## src/rtl/note_sequencer.sv

```systemverilog
// Step sequencer: plays a STEPS-entry {wave, freq} pattern, one step per TICK_DIV clocks.
// Optional macro SEQ_GAP_EN adds a silent GAP of GAP_CYC cycles at the end of each step.
module note_sequencer #(
  parameter int STEPS    = 8,
  parameter int TICK_DIV = 25000000,
  parameter int GAP_CYC  = 1024
) (
  input  logic                     clk,
  input  logic                     rst_n,
  input  logic                     start,
  input  logic                     stop,
  input  logic                     wr_en,
  input  logic [$clog2(STEPS)-1:0] wr_addr,
  input  logic [11:0]              wr_freq,
  input  logic [3:0]               wr_wave,
  output logic [11:0]              freq,
  output logic [3:0]               wave_en,
  output logic [$clog2(STEPS)-1:0] step_idx,
  output logic                     playing,
  output logic                     step_pulse
);

  localparam int AW = $clog2(STEPS);
  localparam int TW = $clog2(TICK_DIV);
  localparam logic [TW-1:0] TICK_LAST = TW'(TICK_DIV - 1);

  if ((TICK_DIV < 4) || (GAP_CYC >= TICK_DIV) || (STEPS < 2) || (STEPS > 16) ||
      ((STEPS & (STEPS - 1)) != 0)) begin : g_bad_cfg
    $error("note_sequencer: invalid parameter set");
  end

`ifdef SEQ_GAP_EN
  localparam logic [TW-1:0] GAP_PRE = TW'(TICK_DIV - GAP_CYC - 1);
  typedef enum logic [1:0] {IDLE = 2'd0, PLAY = 2'd1, GAP = 2'd2} state_t;
`else
  typedef enum logic [0:0] {IDLE = 1'b0, PLAY = 1'b1} state_t;
`endif

  // A step whose freq field is zero is a rest: both fields are silenced.
  function automatic logic [15:0] note_mask(input logic [15:0] entry);
    if (entry[11:0] == 12'd0) begin
      note_mask = 16'd0;
    end else begin
      note_mask = entry;
    end
  endfunction

  logic [15:0]   pattern_r [STEPS];
  state_t        state_r, state_s;
  logic [TW-1:0] tick_r, tick_s;
  logic [AW-1:0] step_r, step_s, step_inc_s;
  logic [11:0]   freq_r, freq_s;
  logic [3:0]    wave_r, wave_s;
  logic          playing_r, playing_s;
  logic          pulse_r, pulse_s;
  logic          tick_end_s;

  assign tick_end_s = (tick_r == TICK_LAST);
  assign step_inc_s = step_r + AW'(1);

  // Pattern storage; writes are accepted in every state.
  always_ff @(posedge clk) begin
    if (!rst_n) begin
      for (int i = 0; i < STEPS; i++) pattern_r[i] <= 16'd0;
    end else if (wr_en) begin
      pattern_r[wr_addr] <= {wr_wave, wr_freq};
    end else begin
      pattern_r[wr_addr] <= pattern_r[wr_addr];
    end
  end

  // State and registered outputs.
  always_ff @(posedge clk) begin
    if (!rst_n) begin
      state_r   <= IDLE;
      tick_r    <= {TW{1'b0}};
      step_r    <= {AW{1'b0}};
      freq_r    <= 12'd0;
      wave_r    <= 4'd0;
      playing_r <= 1'b0;
      pulse_r   <= 1'b0;
    end else begin
      state_r   <= state_s;
      tick_r    <= tick_s;
      step_r    <= step_s;
      freq_r    <= freq_s;
      wave_r    <= wave_s;
      playing_r <= playing_s;
      pulse_r   <= pulse_s;
    end
  end

  // Next state: stop beats start, start beats the step timer.
  always_comb begin
    state_s = state_r;
    if (stop) begin
      state_s = IDLE;
    end else if (start) begin
      state_s = PLAY;
    end else begin
      case (state_r)
        IDLE: state_s = IDLE;
`ifdef SEQ_GAP_EN
        PLAY: begin
          if (!tick_end_s && (tick_r == GAP_PRE)) state_s = GAP;
          else state_s = PLAY;
        end
        GAP: begin
          if (tick_end_s) state_s = PLAY;
          else state_s = GAP;
        end
`else
        PLAY: state_s = PLAY;
`endif
        default: state_s = IDLE;
      endcase
    end
  end

  // Next output values; notes load only on step entry so in-flight writes wait.
  always_comb begin
    tick_s    = tick_r;
    step_s    = step_r;
    freq_s    = freq_r;
    wave_s    = wave_r;
    pulse_s   = 1'b0;
    playing_s = (state_s != IDLE);
    if (stop || (state_r == IDLE && !start)) begin
      tick_s = {TW{1'b0}};
      step_s = {AW{1'b0}};
      freq_s = 12'd0;
      wave_s = 4'd0;
    end else if (start) begin
      tick_s           = {TW{1'b0}};
      step_s           = {AW{1'b0}};
      {wave_s, freq_s} = note_mask(pattern_r[0]);
      pulse_s          = 1'b1;
    end else if (tick_end_s) begin
      tick_s           = {TW{1'b0}};
      step_s           = step_inc_s;
      {wave_s, freq_s} = note_mask(pattern_r[step_inc_s]);
      pulse_s          = 1'b1;
    end else begin
      tick_s = tick_r + TW'(1);
`ifdef SEQ_GAP_EN
      if (state_s == GAP) begin
        freq_s = 12'd0;
        wave_s = 4'd0;
      end else begin
        freq_s = freq_r;
        wave_s = wave_r;
      end
`endif
    end
  end

  assign freq       = freq_r;
  assign wave_en    = wave_r;
  assign step_idx   = step_r;
  assign playing    = playing_r;
  assign step_pulse = pulse_r;

endmodule

```

## config.mk

```make
export PLATFORM = sky130hd
export DESIGN_NAME = note_sequencer
export DESIGN_NICKNAME = d
export VERILOG_FILES = /design/src/rtl/note_sequencer.sv
export SDC_FILE = /design/constraint.sdc
export NUM_CORES = 1
export LEC_CHECK = 0
export CAP_MARGIN = 10
export CORE_MARGIN = 1.5
export CORE_UTILIZATION = 60
export DETAILED_ROUTE_END_ITERATION = 6
export GPL_TIMING_DRIVEN = 0
export PLACE_DENSITY = 0.8
export SETUP_SLACK_MARGIN = 0.4
export SLEW_MARGIN = 20
export SYNTH_ARGS = -nofsm -noshare
export SYNTH_HDL_FRONTEND = slang
export SYNTH_SLANG_ARGS = --single-unit
```

## constraint.sdc

```tcl
create_clock -name clk -period 3.9 [get_ports clk]
set_clock_uncertainty 0.15 [all_clocks]
set_input_delay 0.78 -clock clk [delete_from_list [all_inputs] [get_ports clk]]
set_output_delay 0.78 -clock clk [all_outputs]
set_load 0.02 [all_outputs]
```

Word-level counts from Yosys, hierarchy flattened
Memories as Yosys holds them, arrays and structs flattened.
Cells that the tools add are included.
{"block": "word_totals", "register_bits": 46, "n_memories": 1, "output_inout_bits": 21, "rom_bits": 0, "latchBits": 0, "mem_bits_rw": 128}
{"block": "classes", "bitwise": 3, "n_div": 0, "shifts": 0, "order_cmp": 0, "eq_ne": 2, "add_sub_neg": 2, "muxes": 21, "mul": 0, "reduce_logical": 12}
{"name": "pattern_r", "words": 8, "width": 16, "rd": 2, "rd_clocked_by_memory_dff": 0, "write_ports": 8, "line": "48", "source": "logic [15:0] pattern_r [STEPS];"}
{"cell": "two-way mux 16 bit", "count": 4}
{"cell": "adder 25 x 1 -> 25 bit (second input constant)", "count": 1}
{"cell": "== test 25 bit (second input constant)", "count": 1}
{"cell": "zero test 12 bit", "count": 2}
{"cell": "two-way mux 12 bit", "count": 2}
{"cell": "OR reduction 16 bit", "count": 1}
{"cell": "two-way mux 1 bit", "count": 11}
{"cell": "two-way mux 4 bit", "count": 2}
{"cell": "OR reduction 2 bit", "count": 2}
{"cell": "OR reduction 4 bit", "count": 1}
{"cell": "adder 3 x 1 -> 3 bit (second input constant)", "count": 1}
{"cell": "two-way mux 3 bit", "count": 1}
{"cell": "OR reduction 3 bit", "count": 1}
{"cell": "inverter 1 bit", "count": 2}
{"cell": "one-hot mux 1 bit (2 select lines)", "count": 1}
{"cell": "AND reduction 2 bit", "count": 1}
{"cell": "nonzero test 2 bit", "count": 1}
{"cell": "logical AND 1 bit", "count": 1}
{"cell": "zero test 1 bit", "count": 1}
{"cell": "logical OR 1 bit", "count": 1}
{"cell": "inequality test 0 bit", "count": 1}
{"cell": "bitwise OR 1 bit", "count": 1}

Longest topological paths before layout
Gate-level depths: netlist (run 1).
{"block": "logic_depth", "ltp_word": 7, "mapped_depth": 9, "depth_no_buf": 6}

Worst setup path after synthesis (run 1)
No wires, ideal clock.
{"block": "synth_path", "path_type": "input -> register", "startpoint": "input port wr_addr[2]", "endpoint": "memory pattern_r[0][0], enable pin", "stages": 2, "required_time_ns": 3.339, "arrival_ns": 2.469, "path_buffers": 0, "setup_slack_ns": 0.869, "cell_sequence": "or3b_2 -> o21ai_0"}
{"element": "start, declared", "line": "13", "source": "input logic [$clog2(STEPS)-1:0] wr_addr,"}
{"element": "end, declared", "line": "48"}

==> results.sh, run 1 <==
export IMPL_clkLatencyLatePin_ns=0.42
export IMPL_max_slew_margin_pct=29.4
export IMPL_grt_pass1_vias=5381
export IMPL_mostFrequentLayoutCells="and2_1, edfxtp_1, dfxtp_1"
export IMPL_die_w_um=118
export IMPL_drv_slew=0
export IMPL_layout_commonest_cell="and2_1"
export IMPL_htreeDepth=4
export IMPL_drive_above_1_share_pct=14.2
export IMPL_instances_no_fill=856
export IMPL_max_freq_mhz=316
export IMPL_cts_root_buf="clkbuf_16"
export IMPL_yosys_most_used_dff="edfxtp_1"
export IMPL_critPathMaxStageDelay_ns=0.83
export IMPL_clk_path_buf_depth=2
export IMPL_cts_setup_buffers=0
export IMPL_fin_nets=698
export IMPL_synth_edf_count=128
export IMPL_rsz0062_at_grt="false"
export IMPL_die_area_mm2=0.0139
export IMPL_antenna_cells=0
export IMPL_critical_path_max_fanout=16
export IMPL_dr_total_vias=5248
export IMPL_critPathLaunchType="input port"
export IMPL_synth_top_area_cell="edfxtp_1"
export IMPL_clkTransAtPathRegs_ns=0.06
export IMPL_placed_area_mm2=0.00863
export IMPL_finalCritPeriodShare_pct=81.2
export IMPL_avgSynthCellArea_um2=13.1
export IMPL_yosysWarnings=0
export IMPL_syn_inst=605
export IMPL_fin_crit_ns=3.17
export IMPL_antenna_found_initial=0
export IMPL_placed_cells=825
export IMPL_slowest_stage="nand2b_1"
export IMPL_grt_max_degree=17
export IMPL_postLayoutCellArea_mm2=0.00919
export IMPL_cts_sinks=174
export IMPL_outcome="finished, final reports clean"
export IMPL_tritoncts="yes"
export IMPL_dp_slack_ns=-0.428
export IMPL_worst_setup_path_end_kind="flop"
export IMPL_synth_area_leaders="edfxtp_1, dfxtp_1, and2_1, mux4_2, mux2i_1"
export IMPL_ys_seq_area_share_pct=60.2
export IMPL_wl_per_cell_um=21.5
export IMPL_worstPathCellList="clkdlybuf4s50_1, nand2b_1, nor3_1, nand2b_1"
export IMPL_initial_core_util_pct=62.2
export IMPL_synth_ff_latch_count=174
export IMPL_critPathArrivalTime_ns=3.06
export IMPL_die_h_um=118
export IMPL_netlist_area_mm2=0.00792
export IMPL_hpwlAfterDp_mm=13.0
export IMPL_drt_initial_drc_count=569
export IMPL_routed_wl_mm=18.4
export IMPL_num_io_pins=45
export IMPL_grt_pass1_wl_mm=28.8
export IMPL_ys_types=41
export IMPL_gr_total_overflow=0
export IMPL_p_per_area_mw_per_mm2=422
export IMPL_avgViaCountPerCell=6.13
export IMPL_setup_tns_ns=0
export IMPL_leakage_nw=3.02
export IMPL_syn_nets=631
export IMPL_coreArea_mm2=0.0127
export IMPL_hold_viol=0
export IMPL_drtAntennaViolNets=0
export IMPL_max_cap_viol_count=0
export IMPL_setup_ws_ns=0.735
export IMPL_area_delta_synth_final_pct=16.1
export IMPL_hold_class="flop to flop"
export IMPL_rows=41
export IMPL_tightest_slew_ns=1.06
export IMPL_first_pass_iters=5
export IMPL_setup_viol=0
export IMPL_ir_worst_vdd_v=0.000294
export IMPL_crit_path_frequent_cell="nand2b_1"
export IMPL_cts_buffers=17
export IMPL_required_ns=3.79
export IMPL_synthArstFlopShare_pct=0
export IMPL_synth_top_area_share_pct=48.6
export IMPL_io_buffers=44
export IMPL_track_usage_pct=27.8
export IMPL_drc=0
export IMPL_criticalPathCategory="input port to flop"
export IMPL_gp_congestion=0.866
-- repair_timing --
item | 4_1_cts | 5_1_grt
pin swaps | 0 | 0
hold buffers | 0 | 0
resized for setup | 4 | 3
endpoints found under the setup margin | 32 | 42
-- routing by layer --
metal | routed length [um] | track usage, %
met4 | 449 | 10.7
met3 | 1290 | 7.22
met2 | 9270 | 46.4
met5 | 0 | 0
met1 | 7420 | 34.9
-- worst paths after layout --
kind         slack (ns)   startpoint  cells after the start          endpoint
max                0.73   wr_addr[0]                      4  pattern_r[4][13]
min reg2reg        0.36   tick_r[24]                      2        tick_r[24]
max reg2reg        0.89  step_idx[0]                      8        wave_en[1]
min                0.36   tick_r[24]                      2        tick_r[24]
-- where the power goes --
group | switching [mW] | total (mW) | internal, mW
clock network | 0.641 | 1.56 | 0.922
logic | 0.121 | 0.205 | 0.0838
registers | 0.0357 | 2.11 | 2.08
-- layout make-up --
type / instances / area, um2
sequential: 174 / 4760
timing repair buffer: 48 / 489
fill: 874 / 3530
clock buffer: 20 / 437
inverter: 8 / 30.0
buffer: 34 / 168
tap: 172 / 215
clock inverter: 11 / 100
multi-input combinational: 389 / 2990
-- registers in the layout (all words and copies together) (netlist names) --
register    flops
tick_r         25
step_pulse      1
playing         1
wave_en         4
pattern_r     128
freq           12
step_idx        3
-- synthesized netlist by cell type, drive strengths merged (6+ instances only) --
cell / number
xnor2: 14
mux4: 32
mux2i: 14
and2: 130
nor4: 12
nand4: 22
o21ai: 11
buf: 16
o211ai: 13
xor2: 7
a21oi: 17
inv: 8
nor2: 32
or3: 6
edfxtp: 128
nand3: 10
nand2: 26
dfxtp: 46
nor3: 11
clkbuf: 18
-- worst max-delay path, delay by kind of cell --
| family | cells | cell delay, ns |
|---|---|---|
| buffers and inverters | 1 | 0.50 |
| and+or+nand+nor | 3 | 1.76 |
-- cell families (layout without fill, tap and decap cells) --
family / after synthesis / count (layout) / synth area share, %
multiplexers: 49 / 49 / 11.3
adder cells (fa/ha/maj): 2 / 2 / 0.316
AO/OA/AOI/OAI: 51 / 51 / 4.00
buffers and inverters: 42 / 121 / 2.48
XOR/XNOR: 21 / 21 / 2.32
AND/OR/NAND/NOR: 266 / 266 / 19.4
flip-flops: 174 / 174 / 60.2
-- stage by stage --
stage                     utilization (%)  hold WS, ns  power [mW]
after global placement               67.4        0.313        2.33
after detailed placement             67.9        0.338        2.35
after floorplan                         -        0.301        2.24
after global routing                 72.2        0.408        3.99
final                                72.2        0.361        3.88
after CTS                            72.2        0.346        3.89
(Power assumes the default switching activity.)
==> run 2, diff against run 1 <==
CORE_UTILIZATION = 54   (was 60)
PLACE_DENSITY = 0.76   (was 0.8)
clock period = 2.9 ns   (was 3.9 ns; I/O delays follow)
==> run 2 against run 1 <==
Sequential share of layout area decreased by 2.1 points. Count of clock-buffer cells in the layout decreased by 3. Die area increased by 11%. Cell count increased by 2.1%. Combinational power increased by 48%. Clock power increased by 47%. Setup slack got worse by 0.35 ns. Flip-flop and latch count unchanged. Via count increased by 1.9%. Sequential power increased by 35%. Register-to-register slack got worse by 0.43 ns. Final area increased by 4.3%. Critical endpoint is now pattern_r[3][11]. Largest cell class unchanged. Largest power group unchanged.
==> results.sh, run 2 (same netlist as run 1, synthesis figures left out) <==
export IMPL_outcome="finished, final reports clean"
export IMPL_cts_hold_fix_buffers=0
export IMPL_critPathLaunchType="input port"
export IMPL_utilization_pct=66.4
export IMPL_coreArea_mm2=0.0144
export IMPL_tightest_slew_ns=0.880
export IMPL_r2r_setup_slack_ns=0.46
export IMPL_critical_path_max_fanout=11
export IMPL_cts_buffers=17
export IMPL_num_io_pins=45
export IMPL_required_ns=2.87
export IMPL_multiInputGateArea_mm2=0.00317
export IMPL_die_h_um=124
export IMPL_reg2reg_depth=8
export IMPL_clk_path_buf_depth=2
export IMPL_largest_reg_flops=128
export IMPL_track_usage_pct=26.3
export IMPL_hold_viol=0
export IMPL_placed_cells=837
export IMPL_gr_total_overflow=0
export IMPL_drive_above_1_share_pct=19.6
export IMPL_clkTransAtPathRegs_ns=0.07
export IMPL_setup_ws_ns=0.389
export IMPL_grt_pass1_wl_mm=29.0
export IMPL_cts_root_buf="clkbuf_16"
export IMPL_dp_slack_ns=-1.15
export IMPL_fin_crit_ns=2.51
export IMPL_min_path_cells=1
export IMPL_rows=44
export IMPL_hold_class="flop to flop"
export IMPL_initial_core_util_pct=54.9
export IMPL_antenna_found_initial=0
export IMPL_die_area_mm2=0.0154
export IMPL_mostFrequentLayoutCells="and2_1, edfxtp_1, dfxtp_1"
export IMPL_grt_pass1_vias=5276
export IMPL_gp_congestion=0.870
export IMPL_max_freq_mhz=398
export IMPL_drt_initial_drc_count=754
export IMPL_worst_setup_path_end_kind="flop"
export IMPL_area_delta_synth_final_pct=21.1
export IMPL_wl_per_cell_um=22.2
export IMPL_die_w_um=124
export IMPL_cts_sinks=174
export IMPL_tritoncts="yes"
export IMPL_critPathArrivalTime_ns=2.48
export IMPL_p_per_area_mw_per_mm2=567
export IMPL_rsz0062_at_grt="true"
export IMPL_seqCellArea_mm2=0.00477
export IMPL_htreeDepth=4
export IMPL_antenna_cells=0
export IMPL_setup_viol=0
export IMPL_grt_max_degree=17
export IMPL_fill_cells=1010
export IMPL_total_power_mw=5.44
export IMPL_fin_nets=704
export IMPL_dr_total_vias=5348
export IMPL_first_pass_iters=6
export IMPL_avgViaCountPerCell=6.12
export IMPL_instances_no_fill=874
export IMPL_routed_wl_mm=19.4
export IMPL_max_slew_margin_pct=41.1
export IMPL_leakage_nw=3.16
export IMPL_finalCritPeriodShare_pct=86.6
export IMPL_criticalPathCategory="input port to flop"
export IMPL_io_buffers=44
export IMPL_layout_commonest_cell="and2_1"
export IMPL_ir_worst_vdd_v=0.000500
export IMPL_drtAntennaViolNets=0
export IMPL_top_register="pattern_r"
export IMPL_max_cap_viol_count=0
export IMPL_drv_slew=0
export IMPL_clkLatencyLatePin_ns=0.44
export IMPL_drc=0
export IMPL_hpwlAfterDp_mm=13.2
-- run 2: final cells by class --
type,count,share of cell area (%)
Inverter,8,0.313
Buffer,34,2.64
Timing Repair Buffer,53,5.67
Tap cell,184,2.40
Clock inverter,14,1.66
Sequential cell,174,49.8
Multi-Input combinational cell,390,33.1
Clock buffer,17,4.44
-- run 2: power by group --
| part | switching [mW] | internal, mW |
|---|---|---|
| clock network | 1.01 | 1.28 |
| logic | 0.179 | 0.125 |
| registers | 0.0469 | 2.79 |
-- run 2: what timing repair did --
action,4_1_cts,5_1_grt
endpoints found under the setup margin,204,177
pin swaps,3,7
buffers inserted,1,4
resized for setup,40,30
cloned,1,0
-- run 2: routing by layer --
metal | part of all wire, % | GRT usage, %
met1 | 40 | 33.6
met2 | 51 | 44.3
met3 | 6.8 | 5.31
met4 | 2.0 | 10.4
met5 | 0 | 0
-- run 2: worst paths after layout --
check,start,to
hold reg to reg,tick_r[0],tick_r[0]
hold / removal,tick_r[0],tick_r[0]
setup reg to reg,step_idx[1],wave_en[1]
setup / recovery,rst_n,pattern_r[3][11]
-- run 2: per-stage QoR --
stage / hold WS, ns / TNS, ns / instance area (um2)
floorplan: 0.301 / 0 / 7920
global placement: 0.316 / -118.76 / 8590
detailed placement: 0.333 / -81.28 / 8650
CTS: 0.347 / 0 / 9410
global route: 0.370 / 0 / 9580
finish: 0.348 / 0 / 9580
-- run 2: worst max-delay path, stage by stage --
cell             delay (ns)
clkdlybuf4s50_1        0.60
buf_4                  0.34
nand2_2                0.27
nor3_4                 0.22
buf_4                  0.17
nand2b_2               0.27
==> run 3, diff against run 2 <==
CORE_MARGIN = not set   (was 1.5)
==> run 3 against run 2 <==
Sequential share of layout area rose by 0.20 points. Cell count down 0.46%. Non-clock buffer count shrank 2. Highest routed layer unchanged.
==> results.sh, run 3 (same netlist as run 1, synthesis figures left out) <==
export IMPL_outcome="finished, final reports clean"
export IMPL_htreeDepth=4
export IMPL_worstPathCellList="clkdlybuf4s50_1, buf_4, nand2_2, o21ai_2, buf_6"
export IMPL_top_register="pattern_r"
export IMPL_coreArea_mm2=0.0141
export IMPL_critical_path_max_fanout=12
export IMPL_avgViaCountPerCell=6.06
export IMPL_utilization_pct=67.7
export IMPL_grt_pass1_vias=5316
export IMPL_required_ns=2.89
export IMPL_die_h_um=123
export IMPL_num_io_pins=45
export IMPL_grt_max_degree=17
export IMPL_critPathMaxStageDelay_ns=0.62
export IMPL_max_freq_mhz=398
export IMPL_rsz0062_at_grt="true"
export IMPL_drt_initial_drc_count=619
export IMPL_fill_cells=988
export IMPL_r2r_setup_slack_ns=0.46
export IMPL_critPathArrivalTime_ns=2.50
export IMPL_path_delay_family="buffers and inverters"
export IMPL_routed_wl_mm=18.8
export IMPL_grt_pass1_wl_mm=29.2
export IMPL_initial_core_util_pct=56.2
export IMPL_antenna_cells=0
export IMPL_die_w_um=123
export IMPL_cts_buffers=17
export IMPL_largest_reg_flops=128
export IMPL_clk_path_buf_depth=2
export IMPL_clkLatencyLatePin_ns=0.43
export IMPL_first_pass_iters=6
export IMPL_drtAntennaViolNets=0
export IMPL_worst_setup_path_end_kind="flop"
export IMPL_area_delta_synth_final_pct=20.5
export IMPL_total_power_mw=5.61
export IMPL_hold_viol=0
export IMPL_slowest_stage="clkdlybuf4s50_1"
export IMPL_max_slew_margin_pct=45.8
export IMPL_hpwlAfterDp_mm=12.9
export IMPL_drive_above_1_share_pct=18.7
export IMPL_finalCritPeriodShare_pct=86.6
export IMPL_tightest_slew_ns=0.809
export IMPL_p_per_area_mw_per_mm2=588
export IMPL_gr_total_overflow=0
export IMPL_die_area_mm2=0.0151
export IMPL_cts_root_buf="clkbuf_16"
export IMPL_dr_total_vias=5276
export IMPL_max_cap_viol_count=0
export IMPL_rows=43
export IMPL_hold_class="flop to flop"
export IMPL_leakage_nw=3.17
export IMPL_criticalPathCategory="input port to flop"
export IMPL_drc=0
export IMPL_mostFrequentLayoutCells="and2_1, edfxtp_1, dfxtp_1"
export IMPL_cp_num_buf_inv=3
export IMPL_cts_sinks=174
export IMPL_drv_slew=0
export IMPL_clkTransAtPathRegs_ns=0.06
export IMPL_ir_worst_vdd_v=0.000516
export IMPL_io_buffers=44
export IMPL_track_usage_pct=26.9
export IMPL_fin_nets=703
export IMPL_tritoncts="yes"
export IMPL_layout_commonest_cell="and2_1"
export IMPL_gp_congestion=0.876
export IMPL_antenna_found_initial=0
export IMPL_setup_viol=0
export IMPL_wl_per_cell_um=21.6
export IMPL_critPathLaunchType="input port"
export IMPL_fin_crit_ns=2.51
==> run 3: cell count changes in the layout (fill, tap and decap cells not counted), moves of 2 or more <==
cell / change
nor4_2: -3
bufinv_16: +3
buf_12: -2
nor2_4: -2
nor4_1: +2
o21ai_4: -3
buf_6: +2
o21ai_2: +3
inv_6: -3
nor2_2: +3
clkinv_1: +2
==> run 3: area by class of cell <==
cell class	instances	area (um2)	share of cell area, %
plain buffers	34	244	2.56
repair buffers	51	512	5.36
well taps	180	225	2.36
multi-input cells	391	3120	32.7
clock buffers	17	425	4.46
flip-flops and latches	174	4770	50.0
clock inverters	15	216	2.27
inverters	8	30.0	0.315
==> run 3: worst paths after layout <==
| kind | startpoint | endpoint | depth (start not counted) |
|---|---|---|---|
| worst max-delay path | rst_n | pattern_r[7][3] | 5 |
| worst max register to register | step_idx[0] | wave_en[3] | 8 |
| worst min-delay path | tick_r[0] | tick_r[0] | 1 |
| worst min register to register | tick_r[0] | tick_r[0] | 1 |
==> run 3: report_power, final <==
| group | total, mW | leakage (nW) | switching [mW] | internal (mW) |
|---|---|---|---|---|
| Clock | 2.48 | 0.305 | 0.955 | 1.52 |
| Combinational | 0.294 | 1.26 | 0.174 | 0.120 |
| Sequential | 2.84 | 1.60 | 0.0461 | 2.79 |
| Total | 5.61 | 3.17 | 1.17 | 4.43 |
==> run 3: per-stage QoR <==
stage          area, um2  setup TNS [ns]  instances  worst slack [ns]  hold WS [ns]
2_1_floorplan       7920               0        605            0.0695         0.301
3_3_place_gp        8580         -117.94        829             -1.39         0.314
3_5_place_dp        8640          -80.17        833             -1.09         0.328
4_1_cts             9460               0        868             0.402         0.343
5_1_grt             9540               0        870             0.336         0.374
6_report            9540               0        870             0.388         0.341
==> run 3: repair_timing <==
action / in CTS / in global routing
setup endpoints to repair: 187 / 167
hold buffers: 0 / 0
gates cloned: 2 / 0
setup buffers: 1 / 2
resized for setup: 41 / 18
pin swaps: 3 / 3
==> run 3: per-layer routing <==
metal | share of wire, % | track usage, %
met3 | 7.0 | 5.26
met4 | 2.2 | 11.1
met2 | 50 | 44.2
met5 | 0 | 0
met1 | 41 | 35.2
